### src/rtl/instruction_fetch_unit_if.sv
// Bus bundle between the fetch unit and its PC, program memory and decode stage.
// master = fetch unit side, slave = PC/memory/decode side.
interface instruction_fetch_unit_if;
  logic       Run;
  logic [3:0] Pc_Addr;
  logic       Pc_Enable;
  logic [3:0] Pc_Incr;
  logic [3:0] Pc_Load_Value;
  logic       Mem_Req;
  logic [3:0] Mem_Addr;
  logic       Mem_Ack;
  logic [7:0] Mem_Data;
  logic       Ir_Valid;
  logic       Ir_Ready;
  logic [3:0] Ir_Opcode;
  logic [3:0] Ir_Operand;
  logic       Fetch_Err;

  modport master (
    input  Run, Pc_Addr, Mem_Ack, Mem_Data, Ir_Ready,
    output Pc_Enable, Pc_Incr, Pc_Load_Value, Mem_Req, Mem_Addr,
           Ir_Valid, Ir_Opcode, Ir_Operand, Fetch_Err
  );

  modport slave (
    output Run, Pc_Addr, Mem_Ack, Mem_Data, Ir_Ready,
    input  Pc_Enable, Pc_Incr, Pc_Load_Value, Mem_Req, Mem_Addr,
           Ir_Valid, Ir_Opcode, Ir_Operand, Fetch_Err
  );
endinterface

### src/rtl/instruction_fetch_unit.sv
// Fetch sequencer: reads program memory at the PC, latches the instruction register, steers the PC.
// Define FETCH_TIMEOUT_EN to abort a read after 15 un-acked request cycles (sticky Fetch_Err, HALT).
module instruction_fetch_unit #(
  parameter logic [3:0] Incr      = 4'd1,
  parameter logic [3:0] JmpOpcode = 4'hC,
  parameter logic [3:0] HltOpcode = 4'hF
) (
  input  logic                    Clk,
  input  logic                    Rst,
  instruction_fetch_unit_if.master bus
);

  typedef enum logic [2:0] {StIdle, StReq, StPresent, StJump, StHalt} state_e;

  state_e     state_q, state_d;
  logic [3:0] mem_addr_q, mem_addr_d;
  logic [3:0] ir_opcode_q, ir_opcode_d;
  logic [3:0] ir_operand_q, ir_operand_d;
  logic [3:0] jump_target_q, jump_target_d;

  logic [3:0] ack_opcode;
  logic       ack_is_jmp;
  logic       ack_is_hlt;
  logic       timeout;

  assign ack_opcode = bus.Mem_Data[7:4];
  assign ack_is_jmp = (ack_opcode == JmpOpcode);
  assign ack_is_hlt = (ack_opcode == HltOpcode);

`ifdef FETCH_TIMEOUT_EN
  localparam int unsigned TimeoutCycles = 15;
  localparam int unsigned CntW          = $clog2(TimeoutCycles);

  logic [CntW-1:0] tmo_cnt_q, tmo_cnt_d;
  logic            fetch_err_q, fetch_err_d;

  // Fires in the last allowed un-acked REQ cycle; an ack in that cycle wins.
  assign timeout = (state_q == StReq) && !bus.Mem_Ack &&
                   (tmo_cnt_q == CntW'(TimeoutCycles - 1));

  always_comb begin
    tmo_cnt_d = '0;
    if (state_q == StReq && !bus.Mem_Ack) tmo_cnt_d = tmo_cnt_q + CntW'(1);
    fetch_err_d = fetch_err_q | timeout;
  end

  always_ff @(posedge Clk) begin
    if (Rst) begin
      tmo_cnt_q   <= '0;
      fetch_err_q <= 1'b0;
    end else begin
      tmo_cnt_q   <= tmo_cnt_d;
      fetch_err_q <= fetch_err_d;
    end
  end

  assign bus.Fetch_Err = fetch_err_q;
`else
  assign timeout       = 1'b0;
  assign bus.Fetch_Err = 1'b0;
`endif

  // State register.
  always_ff @(posedge Clk) begin
    if (Rst) state_q <= StIdle;
    else     state_q <= state_d;
  end

  // Next-state logic.
  always_comb begin
    state_d = state_q;
    unique case (state_q)
      StIdle: begin
        if (bus.Run) state_d = StReq;
      end
      StReq: begin
        if (bus.Mem_Ack) begin
          if (ack_is_jmp)      state_d = StJump;
          else if (ack_is_hlt) state_d = StHalt;
          else                 state_d = StPresent;
        end else if (timeout) begin
          state_d = StHalt;
        end
      end
      StPresent: begin
        if (bus.Ir_Ready) state_d = bus.Run ? StReq : StIdle;
      end
      StJump:  state_d = bus.Run ? StReq : StIdle;
      StHalt:  state_d = StHalt;
      default: state_d = StIdle;
    endcase
  end

  // Datapath next-state: fetch address, instruction register, jump target.
  always_comb begin
    mem_addr_d    = mem_addr_q;
    ir_opcode_d   = ir_opcode_q;
    ir_operand_d  = ir_operand_q;
    jump_target_d = jump_target_q;
    unique case (state_q)
      StIdle: begin
        if (bus.Run) mem_addr_d = bus.Pc_Addr;
      end
      StReq: begin
        if (bus.Mem_Ack) begin
          if (ack_is_jmp) begin
            jump_target_d = bus.Mem_Data[3:0];
          end else begin
            ir_opcode_d  = ack_opcode;
            ir_operand_d = bus.Mem_Data[3:0];
          end
        end
      end
      StPresent: begin
        if (bus.Ir_Ready && bus.Run) mem_addr_d = bus.Pc_Addr;
      end
      StJump: begin
        // The PC only takes the target at this edge, so Pc_Addr is still stale here.
        if (bus.Run) mem_addr_d = jump_target_q;
      end
      default: ;
    endcase
  end

  always_ff @(posedge Clk) begin
    if (Rst) begin
      mem_addr_q    <= '0;
      ir_opcode_q   <= '0;
      ir_operand_q  <= '0;
      jump_target_q <= '0;
    end else begin
      mem_addr_q    <= mem_addr_d;
      ir_opcode_q   <= ir_opcode_d;
      ir_operand_q  <= ir_operand_d;
      jump_target_q <= jump_target_d;
    end
  end

  // Outputs. The PC loads Pc_Load_Value whenever Pc_Enable is low, so hold = reload Pc_Addr.
  always_comb begin
    bus.Mem_Req       = 1'b0;
    bus.Ir_Valid      = 1'b0;
    bus.Pc_Enable     = 1'b0;
    bus.Pc_Load_Value = bus.Pc_Addr;
    unique case (state_q)
      StReq: begin
        bus.Mem_Req   = 1'b1;
        // An ack racing a reset is discarded, so it must not advance the PC either.
        bus.Pc_Enable = bus.Mem_Ack && !ack_is_jmp && !ack_is_hlt && !Rst;
      end
      StPresent: bus.Ir_Valid      = 1'b1;
      StJump:    bus.Pc_Load_Value = jump_target_q;
      default: ;
    endcase
  end

  assign bus.Pc_Incr    = Incr;
  assign bus.Mem_Addr   = mem_addr_q;
  assign bus.Ir_Opcode  = ir_opcode_q;
  assign bus.Ir_Operand = ir_operand_q;

endmodule

### src/flat_wrapper.sv
// flat-port wrapper written by rule: the top's interface ports become plain ports
module instruction_fetch_unit_flat 
#(
  parameter logic [3:0] Incr      = 4'd1,
  parameter logic [3:0] JmpOpcode = 4'hC,
  parameter logic [3:0] HltOpcode = 4'hF
)
  (Clk, Rst, bus_Run, bus_Pc_Addr, bus_Mem_Ack, bus_Mem_Data, bus_Ir_Ready, bus_Pc_Enable, bus_Pc_Incr, bus_Pc_Load_Value, bus_Mem_Req, bus_Mem_Addr, bus_Ir_Valid, bus_Ir_Opcode, bus_Ir_Operand, bus_Fetch_Err);
  instruction_fetch_unit_if bus_i ();
  input  logic Clk;
  input  logic Rst;
  input wire logic [$bits(bus_i.Run)-1:0] bus_Run;
  input wire logic [$bits(bus_i.Pc_Addr)-1:0] bus_Pc_Addr;
  input wire logic [$bits(bus_i.Mem_Ack)-1:0] bus_Mem_Ack;
  input wire logic [$bits(bus_i.Mem_Data)-1:0] bus_Mem_Data;
  input wire logic [$bits(bus_i.Ir_Ready)-1:0] bus_Ir_Ready;
  output wire logic [$bits(bus_i.Pc_Enable)-1:0] bus_Pc_Enable;
  output wire logic [$bits(bus_i.Pc_Incr)-1:0] bus_Pc_Incr;
  output wire logic [$bits(bus_i.Pc_Load_Value)-1:0] bus_Pc_Load_Value;
  output wire logic [$bits(bus_i.Mem_Req)-1:0] bus_Mem_Req;
  output wire logic [$bits(bus_i.Mem_Addr)-1:0] bus_Mem_Addr;
  output wire logic [$bits(bus_i.Ir_Valid)-1:0] bus_Ir_Valid;
  output wire logic [$bits(bus_i.Ir_Opcode)-1:0] bus_Ir_Opcode;
  output wire logic [$bits(bus_i.Ir_Operand)-1:0] bus_Ir_Operand;
  output wire logic [$bits(bus_i.Fetch_Err)-1:0] bus_Fetch_Err;
  assign bus_i.Run = bus_Run;
  assign bus_i.Pc_Addr = bus_Pc_Addr;
  assign bus_i.Mem_Ack = bus_Mem_Ack;
  assign bus_i.Mem_Data = bus_Mem_Data;
  assign bus_i.Ir_Ready = bus_Ir_Ready;
  assign bus_Pc_Enable = bus_i.Pc_Enable;
  assign bus_Pc_Incr = bus_i.Pc_Incr;
  assign bus_Pc_Load_Value = bus_i.Pc_Load_Value;
  assign bus_Mem_Req = bus_i.Mem_Req;
  assign bus_Mem_Addr = bus_i.Mem_Addr;
  assign bus_Ir_Valid = bus_i.Ir_Valid;
  assign bus_Ir_Opcode = bus_i.Ir_Opcode;
  assign bus_Ir_Operand = bus_i.Ir_Operand;
  assign bus_Fetch_Err = bus_i.Fetch_Err;
  instruction_fetch_unit #(.Incr(Incr), .JmpOpcode(JmpOpcode), .HltOpcode(HltOpcode)) u_core (.Clk(Clk), .Rst(Rst), .bus(bus_i));
endmodule
### config.mk
export PLATFORM = sky130hd
export DESIGN_NAME = instruction_fetch_unit_flat
export DESIGN_NICKNAME = d
export VERILOG_FILES = /design/src/rtl/instruction_fetch_unit_if.sv /design/src/rtl/instruction_fetch_unit.sv /design/src/flat_wrapper.sv
export SDC_FILE = /design/constraint.sdc
export NUM_CORES = 1
export LEC_CHECK = 0
export CAP_MARGIN = 20
export CORE_ASPECT_RATIO = 1.4
export CORE_MARGIN = 5
export CORE_UTILIZATION = 41
export CTS_CLUSTER_DIAMETER = 150
export DETAILED_ROUTE_END_ITERATION = 6
export PLACE_DENSITY = 0.75
export SKIP_LAST_GASP = 1
export SYNTH_ARGS = -nofsm -noshare
export SYNTH_HDL_FRONTEND = slang
export SYNTH_SLANG_ARGS = --single-unit
### constraint.sdc
create_clock -name Clk -period 1.8 [get_ports Clk]
set_input_delay 0.27 -clock Clk [delete_from_list [all_inputs] [get_ports Clk]]
set_output_delay 0.27 -clock Clk [all_outputs]
set_load 0.005 [all_outputs]
==> results_dict.tcl <==
set metrics [dict create \
    worstSetupPathType "reg2out" \
    r2r_end "u_core.bus.Mem_Addr[1]" \
    via_per_inst 5.50 \
    fillers 192 \
    area_growth_pct 55.0 \
    hp-class "reg2reg" \
    die_w_um 50.5 \
    place.gp.congestion 0.804 \
    min_path_cells 2 \
    die_h_um 66.6 \
    drive_gt1_frac 0.242 \
    yosysSeqAreaShare 0.405 \
    cts_tree "done" \
    outcome "finished clean" \
    path_buf_inv 4 \
    port_buffers 35 \
    power_leakage_nw 0.576 \
    grt_pass1_vias 986 \
    netlist_area_um2 940 \
    cp-end-kind "output port" \
    antenna_found_initial 0 \
    p_per_area_nw_per_um2 612 \
    grt_usage 0.153 \
    required_ns 1.53 \
    p_comb_frac 0.240 \
    placed_area_um2 1360 \
    r2r_cells 6 \
    r2r_slack_ns 0.40 \
    clock-root-buffer "clkbuf_4" \
    ctsHoldBuffers 0 \
    finalCriticalPeriod_ns 1.72 \
    setup_viol 0 \
    fin_crit_sh 0.955 \
    synth.distinct_cells 30 \
    ys_top_cells_by_area "dfxtp_1 40%, a21oi_1 6.9%, nand3_1 5.3%, buf_4 4.8%, mux2i_1 4.3%" \
    power.total_mw 0.891 \
    min_from "u_core.bus.Ir_Opcode[0]" \
    via_count 1006 \
    mostFrequentLayoutCell "clkdlybuf4s50_1" \
    antennaDiodeCount 0 \
    synthCells 112 \
    yosysTopAreaCellShare 0.405 \
    hold_viol 0 \
    start_kind "flop" \
    wl_per_cell_um 13.8 \
    yosys_register_bits 19 \
    hpwl_um 1900 \
    power.clock.fraction 0.249 \
    power.switching_mw 0.239 \
    seq_power_share 0.511 \
    ir_drop_v 0.000431 \
    start_util 0.432 \
    rsz0062_at_grt "true" \
    dieArea_um2 3360 \
    critical_path.top_delay_family "buffers and inverters" \
    cp_data_arrival_time_ns 1.45 \
    synth_top_area_cell "dfxtp_1" \
    hold_ws_ns 0.486 \
    cts.clk_slew.worst_paths_ns 0.11 \
    fmax_ghz 0.581 \
    drv_cap 0 \
    drt_iter0_drc 13 \
    final_cell_mix "28 x clkdlybuf4s50_1, 18 x buf_4, 16 x dfxtp_1" \
    fin_skew_ns 0.00487 \
    overflow 0 \
    core_um2 2180 \
    whs_endpoint "u_core.bus.Ir_Opcode[0]" \
    slowest_stage "dfxtp_2" \
    grt_pass1_wl_um 4040 \
    grt_max_degree 20 \
    antenna_left 0 \
    crit_start "u_core.state_q[2]" \
    slowest_delay_ns 0.35 \
    crit_fanout 4 \
    fin_nets 179 \
    cts_made_buffers 3 \
    dr.pass1.iters 4 \
    critPathMostFrequentCell "buf_6" \
    clock_latency_ns 0.31 \
    cts_max_level 1 \
    p_sw_frac 0.269 \
    clkSinkCount 19 \
    yosys_warnings 0 \
    drc_errors 0 \
    boundaryPins 41 \
    path_cells "nand3b_1, buf_6, buf_6, mux2i_4, inv_1, buf_2" \
    wl_um 2520 \
    avgSynthCellArea_um2 8.39 \
    final_max_slew_viol_count 0 \
    rows 20 \
    internal_power_mw 0.652 \
    clock_path_buffers 2 \
    timing.rr.start "u_core.state_q[2]" \
    design_area_um2 1460 \
]
## tightest hold or removal path: cells and delay by family, from the launching register on
kind               cells  cell delay [ns]
AOI/OAI and AO/OA      2             0.12
DFF                    1             0.32
## timing repair
action                     CTS  global route
setup endpoints to repair    7             4
pin swaps                    1             0
resized for setup           15            11
buffers inserted             5             1
## sequential cells by signal, indices dropped and copies added, names as in the netlist
register,count
u_core.bus.Ir_Opcode,4
u_core.jump_target_q,4
u_core.bus.Mem_Addr,4
u_core.bus.Ir_Operand,4
u_core.state_q,3
## cells by family after synthesis
group	after synthesis	share of synthesized area
mux	4	0.0426
other cells	2	0.00799
buf+inv	18	0.0985
simple gates	33	0.230
flops	19	0.405
compound gates	36	0.216
## layer usage
metal  global-route usage  vias to the layer above  wire (um)
li1                     -                      495          -
met1                0.155                      472        994
met2                0.273                       33       1280
met3               0.0425                        6        187
met4               0.0895                        0         55
met5                    0                        -          0
## synthesized netlist by cell type
cell type and count:
a211oi_1 5, a21oi_1 13, a22oi_1 1, a31oi_1 4, and3_4 1, and4bb_2 2, buf_1 1, buf_2 2
buf_4 6, clkbuf_1 4, conb_1 2, dfxtp_1 19, inv_1 5, mux2i_1 4, nand2_1 4, nand2b_1 4
nand3_1 10, nand3b_1 1, nand4_1 1, nand4bb_1 2, nor2_1 1, nor2b_1 1, nor3_1 1, nor3b_1 2
nor4_1 1, o21ai_0 6, o21ai_1 6, o31ai_1 1, or3_1 1, or3b_4 1
## power by group through the flow
stage	Sequential [mW]	Clock, mW	Combinational, mW
floorplan	0.460	0	0.0933
global route	0.458	0.261	0.233
finish	0.455	0.222	0.214
detailed placement	0.464	0	0.206
CTS	0.455	0.231	0.207
global placement	0.463	0	0.203
## per-stage QoR
stage               utilization  worst slack, ns  setup TNS (ns)  std cells
floorplan                     -            0.360               0        115
global placement          0.625           -0.171          -0.171        173
detailed placement        0.625           -0.178          -0.178        173
CTS                       0.654          -0.0137         -0.0137        182
global route              0.669          -0.0308         -0.0308        183
finish                    0.669           0.0801               0        183
## worst max path at each step
stage	depth (start not counted)	slack (ns)	to
final	6	0.08	bus_Pc_Load_Value[1]
after global routing	6	-0.03	bus_Pc_Load_Value[1]
after CTS	5	-0.01	bus_Pc_Load_Value[0]
after detailed placement	4	-0.18	bus_Pc_Enable
after global placement	5	-0.17	bus_Pc_Enable
after floorplan	5	0.36	bus_Pc_Enable
## cell type report
type                    count  area [um^2]  area share
clock buffers               3         22.5      0.0155
well taps                  22         27.5      0.0189
repair buffers             55          488       0.335
multi-input cells          78          508       0.349
flip-flops and latches     19          387       0.265
inverters                   5         18.8      0.0129
clock inverters             1         5.00     0.00344
No activity file was read; power rests on OpenSTA's default activity.
==> variant (same flow settings) <==
`JmpOpcode` is set to 4'hC in 2 places; all go to 4'h6.
--- a/src/rtl/instruction_fetch_unit.sv
+++ b/src/rtl/instruction_fetch_unit.sv
@@ -2,7 +2,7 @@
 // Define FETCH_TIMEOUT_EN to abort a read after 15 un-acked request cycles (sticky Fetch_Err, HALT).
 module instruction_fetch_unit #(
   parameter logic [3:0] Incr      = 4'd1,
-  parameter logic [3:0] JmpOpcode = 4'hC,
+  parameter logic [3:0] JmpOpcode = 4'h6,
   parameter logic [3:0] HltOpcode = 4'hF
 ) (
   input  logic                    Clk,
--- a/src/flat_wrapper.sv
+++ b/src/flat_wrapper.sv
@@ -2,7 +2,7 @@
 module instruction_fetch_unit_flat 
 #(
   parameter logic [3:0] Incr      = 4'd1,
-  parameter logic [3:0] JmpOpcode = 4'hC,
+  parameter logic [3:0] JmpOpcode = 4'h6,
   parameter logic [3:0] HltOpcode = 4'hF
 )
   (Clk, Rst, bus_Run, bus_Pc_Addr, bus_Mem_Ack, bus_Mem_Data, bus_Ir_Ready, bus_Pc_Enable, bus_Pc_Incr, bus_Pc_Load_Value, bus_Mem_Req, bus_Mem_Addr, bus_Ir_Valid, bus_Ir_Opcode, bus_Ir_Operand, bus_Fetch_Err);
Check against the original RTL: not equivalent (Yosys sat finds a counterexample within 4 cycles, from zero or initial values and one cycle with Rst high).
==> variant against the unedited design <==
  * The run now ends with setup timing left
  * Total power grew 1.0%
  * Final area increased by 4.0%
  * Register-to-register slack worse by 160 ps
  * Wire length increased by 12%
  * Clock skew down 1.4 ps
  * Worst setup slack got worse by 93 ps
  * Synthesized area up 0.80%
  * Sequential cell count stayed put
  * Fmax fell by 5.1%
  * Largest cell class is now non-clock buffers
  * Largest power group unchanged
==> variant: results (changes against the unedited design) <==
outcome=complete, but fails checks; failing checks=setup timing; slowest cell on the critical path=dfxtp_4; total detailed-routing wirelength=2834 um (+12%); Post-Synthesis Cells=115 (+2.7%); clk_skew=3.493 ps (-1.376 ps); commonest cells in the synthesized netlist=19 x dfxtp_1, 14 x a21oi_1, 12 x o21ai_0; largest cell class by area=non-clock buffers; Routed met3 length=178 um (-4.8%); register area=387.9 um^2 (+0.32%); fraction of layout cells with a size suffix above 1=26.32% (+2.1 points); # setup viols final=1 (+1); first-pass GRT wire length=4422 um (+9.4%); Resized Gates After CTS=14 (-1); Multi-Input Combinational=80 (+2.6%); post-synthesis compound-gate area fraction=21.00% (-0.57 points); grt met1 use=16.28% (+0.82 points); placed cells=176 (+1.7%); nets=189 (+5.6%); gpl congestion=0.8009 (-0.32%); sequential share of power=50.2% (-0.9 points); worst-path fanout max=3 (-1); clk cell area share=1.818% (-0.072 points); First DRT Iteration DRCs=23 (+10); Worst Slack Setup Final=-12.85 ps (-92.98 ps); hpwl dp=1988 um (+4.5%)
==> variant: path summary, 6_finish.rpt <==
| check | startpoint | end | slack, ps | cells after the start |
|---|---|---|---|---|
| worst max-delay path | u_core.state_q[2]$_SDFFE_PP0P_ | bus_Pc_Load_Value[1] | -10 | 6 |
| worst min-delay path | u_core.jump_target_q[2]$_SDFFE_PP0P_ | u_core.jump_target_q[2]$_SDFFE_PP0P_ | 500 | 2 |
| worst max register to register | u_core.state_q[2]$_SDFFE_PP0P_ | u_core.bus.Mem_Addr[0]$_SDFFE_PP0P_ | 240 | 7 |
| worst min register to register | u_core.jump_target_q[2]$_SDFFE_PP0P_ | u_core.jump_target_q[2]$_SDFFE_PP0P_ | 500 | 2 |
==> variant: per-stage QoR <==
step           instance area (um^2)  setup TNS [ps]
2_1_floorplan                 958.4               0
3_3_place_gp                   1373          -233.3
3_5_place_dp                   1373          -227.7
4_1_cts                        1455          -88.79
5_1_grt                        1514          -252.9
6_report                       1514          -12.85
